$ cat config.mk
export PLATFORM = sky130hd
export DESIGN_NAME = score_display_ctrl
export DESIGN_NICKNAME = d
export VERILOG_FILES = /design/src/rtl/score_display_ctrl.sv
export SDC_FILE = /design/constraint.sdc
export NUM_CORES = 1
export LEC_CHECK = 0
export ABC_AREA = 0
export BUFFER_PORTS_ARGS = -buffer_cell sky130_fd_sc_hd__buf_2
export CAP_MARGIN = 20
export CORE_MARGIN = 1
export CORE_UTILIZATION = 55
export DETAILED_ROUTE_END_ITERATION = 7
export GPL_TIMING_DRIVEN = 0
export PLACE_DENSITY = 0.78
export REMOVE_ABC_BUFFERS = 1
export SETUP_SLACK_MARGIN = 0.05
export SYNTH_ARGS = -nofsm -noshare
export SYNTH_HDL_FRONTEND = slang
export SYNTH_SLANG_ARGS = --single-unit
export TNS_END_PERCENT = 50
$ cat constraint.sdc
create_clock -name clk -period 2.11 [get_ports clk]
set_input_delay 0.5275 -clock clk [delete_from_list [all_inputs] [get_ports clk]]
set_output_delay 0.5275 -clock clk [all_outputs]
set_load 0.05 [all_outputs]
$ cat src/rtl/score_display_ctrl.sv
// Score-to-BCD display controller: double-dabble conversion with a blink overlay.
// Build option: define LEADING_ZERO_BLANK_EN to blank leading zero digits.
//
// state | meaning
// IDLE  | waiting for a score update; upd_ready high
// SHIFT | one double-dabble iteration per cycle, SCORE_W iterations total
// LOAD  | converted digits/blank visible for the first time; done pulse
module score_display_ctrl #(
    parameter int SCORE_W    = 14,
    parameter int BLINK_HALF = 25_000_000
) (
    input  logic               clk,
    input  logic               reset,
    input  logic               upd_valid,
    input  logic [SCORE_W-1:0] upd_score,
    output logic               upd_ready,
    input  logic               blink_en,
    output logic [15:0]        digits,
    output logic [3:0]         blank,
    output logic               done
);

    localparam int ITER_W  = $clog2(SCORE_W + 1);
    localparam int BLINK_W = (BLINK_HALF > 2) ? $clog2(BLINK_HALF) : 1;

`ifdef LEADING_ZERO_BLANK_EN
    localparam logic [3:0] BLANK_RST = 4'b1110;
`else
    localparam logic [3:0] BLANK_RST = 4'b0000;
`endif

    typedef enum logic [1:0] {
        IDLE  = 2'd0,
        SHIFT = 2'd1,
        LOAD  = 2'd2
    } state_t;

    state_t             state;
    state_t             state_next;

    logic [SCORE_W-1:0] src;
    logic [SCORE_W-1:0] src_clamped;
    logic [15:0]        bcd;
    logic [15:0]        bcd_adj;
    logic [15:0]        bcd_next;
    logic [ITER_W-1:0]  iter_cnt;
    logic               accept;
    logic               last_iter;
    logic [3:0]         blank_norm;
    logic [3:0]         blank_conv;
    logic [BLINK_W-1:0] blink_cnt;
    logic               blink_phase;

    // ---------------- FSM ----------------
    always_ff @(posedge clk) begin
        if (reset) begin
            state <= IDLE;
        end else begin
            state <= state_next;
        end
    end

    always_comb begin
        state_next = state;
        upd_ready  = 1'b0;
        done       = 1'b0;
        case (state)
            IDLE: begin
                upd_ready = 1'b1;
                if (upd_valid) begin
                    state_next = SHIFT;
                end
            end
            SHIFT: begin
                if (iter_cnt == ITER_W'(1)) begin
                    state_next = LOAD;
                end
            end
            LOAD: begin
                done       = 1'b1;
                state_next = IDLE;
            end
            default: begin
                state_next = IDLE;
            end
        endcase
    end

    assign accept    = upd_valid && upd_ready;
    assign last_iter = (state == SHIFT) && (iter_cnt == ITER_W'(1));

    // ---------------- conversion datapath ----------------
    // Scores above 9999 cannot be shown on four digits, so they saturate.
    always_comb begin
        src_clamped = upd_score;
        if (32'(upd_score) > 32'd9999) begin
            src_clamped = SCORE_W'(9999);
        end
    end

    always_comb begin
        bcd_adj = bcd;
        for (int i = 0; i < 4; i++) begin
            if (bcd[4*i +: 4] >= 4'd5) begin
                bcd_adj[4*i +: 4] = bcd[4*i +: 4] + 4'd3;
            end
        end
        bcd_next = 16'({bcd_adj, src[SCORE_W-1]});
    end

    always_comb begin
        blank_conv = 4'b0000;
`ifdef LEADING_ZERO_BLANK_EN
        blank_conv[3] = (bcd_next[15:12] == 4'd0);
        blank_conv[2] = blank_conv[3] && (bcd_next[11:8] == 4'd0);
        blank_conv[1] = blank_conv[2] && (bcd_next[7:4] == 4'd0);
`endif
    end

    // Digits are written on the final iteration edge so they first appear in LOAD.
    always_ff @(posedge clk) begin
        if (reset) begin
            src        <= '0;
            bcd        <= '0;
            iter_cnt   <= '0;
            digits     <= 16'h0000;
            blank_norm <= BLANK_RST;
        end else if (accept) begin
            src      <= src_clamped;
            bcd      <= '0;
            iter_cnt <= ITER_W'(SCORE_W);
        end else if (state == SHIFT) begin
            src      <= {src[SCORE_W-2:0], 1'b0};
            bcd      <= bcd_next;
            iter_cnt <= iter_cnt - ITER_W'(1);
            if (last_iter) begin
                digits     <= bcd_next;
                blank_norm <= blank_conv;
            end
        end
    end

    // ---------------- blink overlay ----------------
    always_ff @(posedge clk) begin
        if (reset || !blink_en) begin
            blink_cnt   <= '0;
            blink_phase <= 1'b0;
        end else if (blink_cnt == BLINK_W'(BLINK_HALF - 1)) begin
            blink_cnt   <= '0;
            blink_phase <= ~blink_phase;
        end else begin
            blink_cnt <= blink_cnt + BLINK_W'(1);
        end
    end

    assign blank = (blink_en && blink_phase) ? 4'b1111 : blank_norm;

endmodule

==> metrics.md <==
| Metric | Value |
|---|---|
| Status | `finished clean` |
| P_int | `approximately 0.0022 W` |
| Worst skew pair latency | `about 0.34 ns` |
| Seq cells post-synth | `about 80` |
| Dpl cell area | `3760 um^2` |
| Synth top area share | `between 40% and 50%` |
| Non-Filler Instances | `around 540` |
| Worst Reg-to-Reg Cells | `4` |
| Post-Synth Adder-Cell Area | `under 10%` |
| Synth unique cells | `a little over 40` |
| Worst vdd ir | `~0.67 mV` |
| Vias in the first global route | `between 2000 and 3000` |
| Clk buf depth | `2` |
| Initial Util | `about three fifths` |
| Wire length on met3 | `roughly 240 um` |
| Min cycle time layout | `between 1.5 and 2 ns` |
| Endpoints failing hold | `0` |
| Total GRT Usage | `between 20% and 30%` |
| Seq/Total Area, Yosys | `43.9%` |
| Combinational power share | `between 8 and 9%` |
| M1 WL | `3260 um` |
| Num Clock Sinks | `78` |
| Num CTS Buffers | `9` |
| Cell Pwr Density | `718 nW/um^2` |
| FF-to-FF End | `bcd[4]$_SDFFE_PP0P_` |
| Switching share of power | `approximately 24%` |
| Clk network pwr share | `a little under two fifths` |
| First-pass GRT wire length | `11400 um` |
| CTS tree | `done` |
| Hold path start | `upd_score[1]` |
| I/O Buffers | `39` |
| Layout cells sized above 1 | `approximately 14%` |
| Post-Syn Area | `roughly 3600 um^2` |
| Initial DRC count | `156` |
| Setup repair bufs after CTS | `0` |
| Die area | `between 6000 and 7000 um^2` |
| DRT Pass-1 Iters | `5` |
| Hold_buf cts | `0` |
| Final nets | `approximately 500` |
| Simple-Gate Fraction of Synth Area | `around a quarter` |
| Max_slew headroom | `51.6%` |
| DR vias/cell | `between 5 and 6` |
| Cell taking the most area after synthesis | `dfxtp_1` |
| Area growth, synth to finish | `11.5%` |
| H-tree depth | `3` |
| I/O pins | `40` |
| Psw | `roughly 0.0007 W` |
| Pleak | `~1.5 nW` |
| Synthesis Warnings | `0` |
| Peak Freq | `544 MHz` |
| Core ar. | `roughly 6000 um^2` |
| Hpwl dp | `4720 um` |
| Crit-path max FO | `17` |
| Worst Hold End | `src[1]$_SDFFE_PP0P_` |
| Synth top area cells | `dfxtp_1 (44%), nand2_1 (7.0%), a21oi_1 (5.9%)` |
| Worst endpoint required time | `2.36 ns` |
| Compound-Gate Fraction of Synth Area | `roughly an eighth` |
| Grt total ovfl | `0` |
| Number of core rows | `28` |
| Xor-xnor portion of the synthesized cell area | `roughly 7.4%` |
| Fin. max-slew vios | `0` |
| Top layer used by detailed routing | `met4` |
| Die W | `~82 um` |
| HP Class | `input port to flip-flop` |
| Hold path cells | `2` |
| Utilization after layout | `65.1%` |
| Largest family of logic cells by synthesized area | `simple AND/OR/NAND/NOR gates` |
| Critical path class | `flip-flop to flip-flop` |
| RSZ-0062 raised after global routing | `no` |
| Max Cap Viol | `0` |
| Syn Area/Cell | `8.28 um^2` |
| Final setup fails | `0` |
| Wirelength, routed | `between 6000 and 7000 um` |
| Worst-path clk slew | `about 0.080 ns` |
| Metal2 WL | `~3300 um` |
| DP Cell Count | `about 520` |
| Final antenna-violating net count | `0` |
| Vert. Die Dim | `between 80 and 90 um` |
| Initial antenna violation count | `0` |
| Reg2reg start | `state[1]$_SDFFE_PP0P_` |
| Finished Cell Area | `approximately 4000 um^2` |
| Drt drc | `0` |
| Via count | `about 3000` |
| Largest net degree at the start of global routing | `39` |
| Reg power frac | `approximately 54%` |
| Critical Path End Type | `flip-flop` |
| Reg2reg setup slack | `0.27 ns` |
| Routed len/inst | `~13 um` |
| Critical path startpoint category | `flip-flop` |
| Commonest non-fill, non-tap cell in the layout | `dfxtp_1` |
| Worst clock skew | `0.00822 ns` |
| Syn Inst Count | `430` |
| Clock Root Buffer | `clkbuf_8` |
| Final period util | `a little under 90%` |
| N_diodes | `0` |
| Final Total Pwr | `0.00285 W` |
| Worst-Margin Slew | `~0.73 ns` |
| Mux cell area share after synthesis | `roughly 1.1%` |
| CP arrival | `around 2.1 ns` |
| Final GP Congestion | `slightly below 0.8` |
| Filler cells | `approximately 520` |
| Most frequent cells in the layout | `dfxtp_1 (78), nand2_1 (66), nor2_1 (55), a21oi_1 (42), buf_2 (39)` |
==> synth_stat cells <==
library cell	n
dfxtp_1	78
nand2_1	66
nor2_1	56
a21oi_1	42
nand3_1	21
xor2_1	19
clkbuf_1	14
inv_1	13
o21ai_0	13
ha_1	11
xnor2_1	11
a211oi_1	9
nor3_1	9
nor3b_1	7
nor4_1	7
a31oi_1	6
nand2b_1	6
mux2i_1	4
nand4_1	4
a22oi_1	3
and2_1	3
buf_4	3
buf_6	3
buf_1	2
nor2b_1	2
nor4_4	2
o31a_1	2
a311oi_1	1
and3_1	1
and3_2	1
and4_1	1
and4_2	1
buf_2	1
nand3_2	1
nand4_4	1
nand4b_1	1
nor4_2	1
nor4b_1	1
o21a_1	1
o31ai_1	1
or3b_1	1
==> power by group through the flow <==
stage	sequential (W)	combinational (W)	clock (W)
6_report	0.00154	0.000251	0.00105
5_1_grt	0.00155	0.000282	0.00113
4_1_cts	0.00154	0.000247	0.00107
3_5_place_dp	0.00158	0.000243	0
3_3_place_gp	0.00158	0.000233	0
2_1_floorplan	0.00158	0.000158	0
==> cell type report <==
type | instances | area (um^2) | area share, %
Timing Repair Buffer | 41 | 221 | 5.58
Clock buffer | 15 | 186 | 4.70
Sequential cell | 78 | 1560 | 39.3
Tap cell | 75 | 93.8 | 2.36
Inverter | 13 | 48.8 | 1.23
Multi-Input combinational cell | 317 | 1860 | 46.8
==> state kept, by name, summed over array words and instances (netlist names) <==
signal	cells
bcd	16
blink_cnt	25
blink_phase	1
digits	16
iter_cnt	4
src	14
state	2
==> worst max-delay path by stage <==
stage               slack [ns]                        to                    start  cells after the start
floorplan                -0.66   digits[11]$_SDFFE_PP0P_    state[0]$_SDFFE_PP0P_                      4
global placement         -1.93    digits[3]$_SDFFE_PP0P_    state[0]$_SDFFE_PP0P_                      4
detailed placement       -0.26    digits[3]$_SDFFE_PP0P_    state[0]$_SDFFE_PP0P_                      5
CTS                       0.17  blink_cnt[13]$_SDFF_PP0_  blink_cnt[0]$_SDFF_PP0_                      5
global route              0.09       bcd[4]$_SDFFE_PP0P_    state[1]$_SDFFE_PP0P_                      4
finish                    0.27       bcd[4]$_SDFFE_PP0P_    state[1]$_SDFFE_PP0P_                      4
==> kinds of logic (layout without fill, tap and decap cells) <==
family,Yosys count,after routing
AND/OR/NAND/NOR,193,194
AO/OA/AOI/OAI,78,78
flip-flops,78,78
buffers and inverters,36,69
XOR/XNOR,30,30
adder cells (fa/ha/maj),11,11
multiplexers,4,4
==> through the flow <==
step / setup TNS, ns / hold WS [ns] / worst slack [ns]
after floorplan: -9.71 / 0.426 / -0.665
after global placement: -45.40 / 0.438 / -1.93
after detailed placement: -2.38 / 0.445 / -0.263
after CTS: 0 / 0.404 / 0.170
after global routing: 0 / 0.409 / 0.0873
final: 0 / 0.412 / 0.273
==> layer usage <==
layer	vias up	GRT usage, %
met4	0	9.82
met1	1397	27.7
met5	-	0
li1	1520	-
met2	68	36.8
met3	11	3.74
==> critical path, cell delays in order, from the launching register on <==
cell and delay [ns]:
dfxtp_1 0.44, nor2_1 0.12, nand2_1 0.35, nand2b_1 0.47, a211oi_1 0.34
==> repair_timing <==
item | 4_1_cts | 5_1_grt
gates cloned | 0 | 1
endpoints found under the setup margin | 41 | 26
gates resized for setup | 5 | 1
Note: power is estimated with default switching activity, not from simulation.
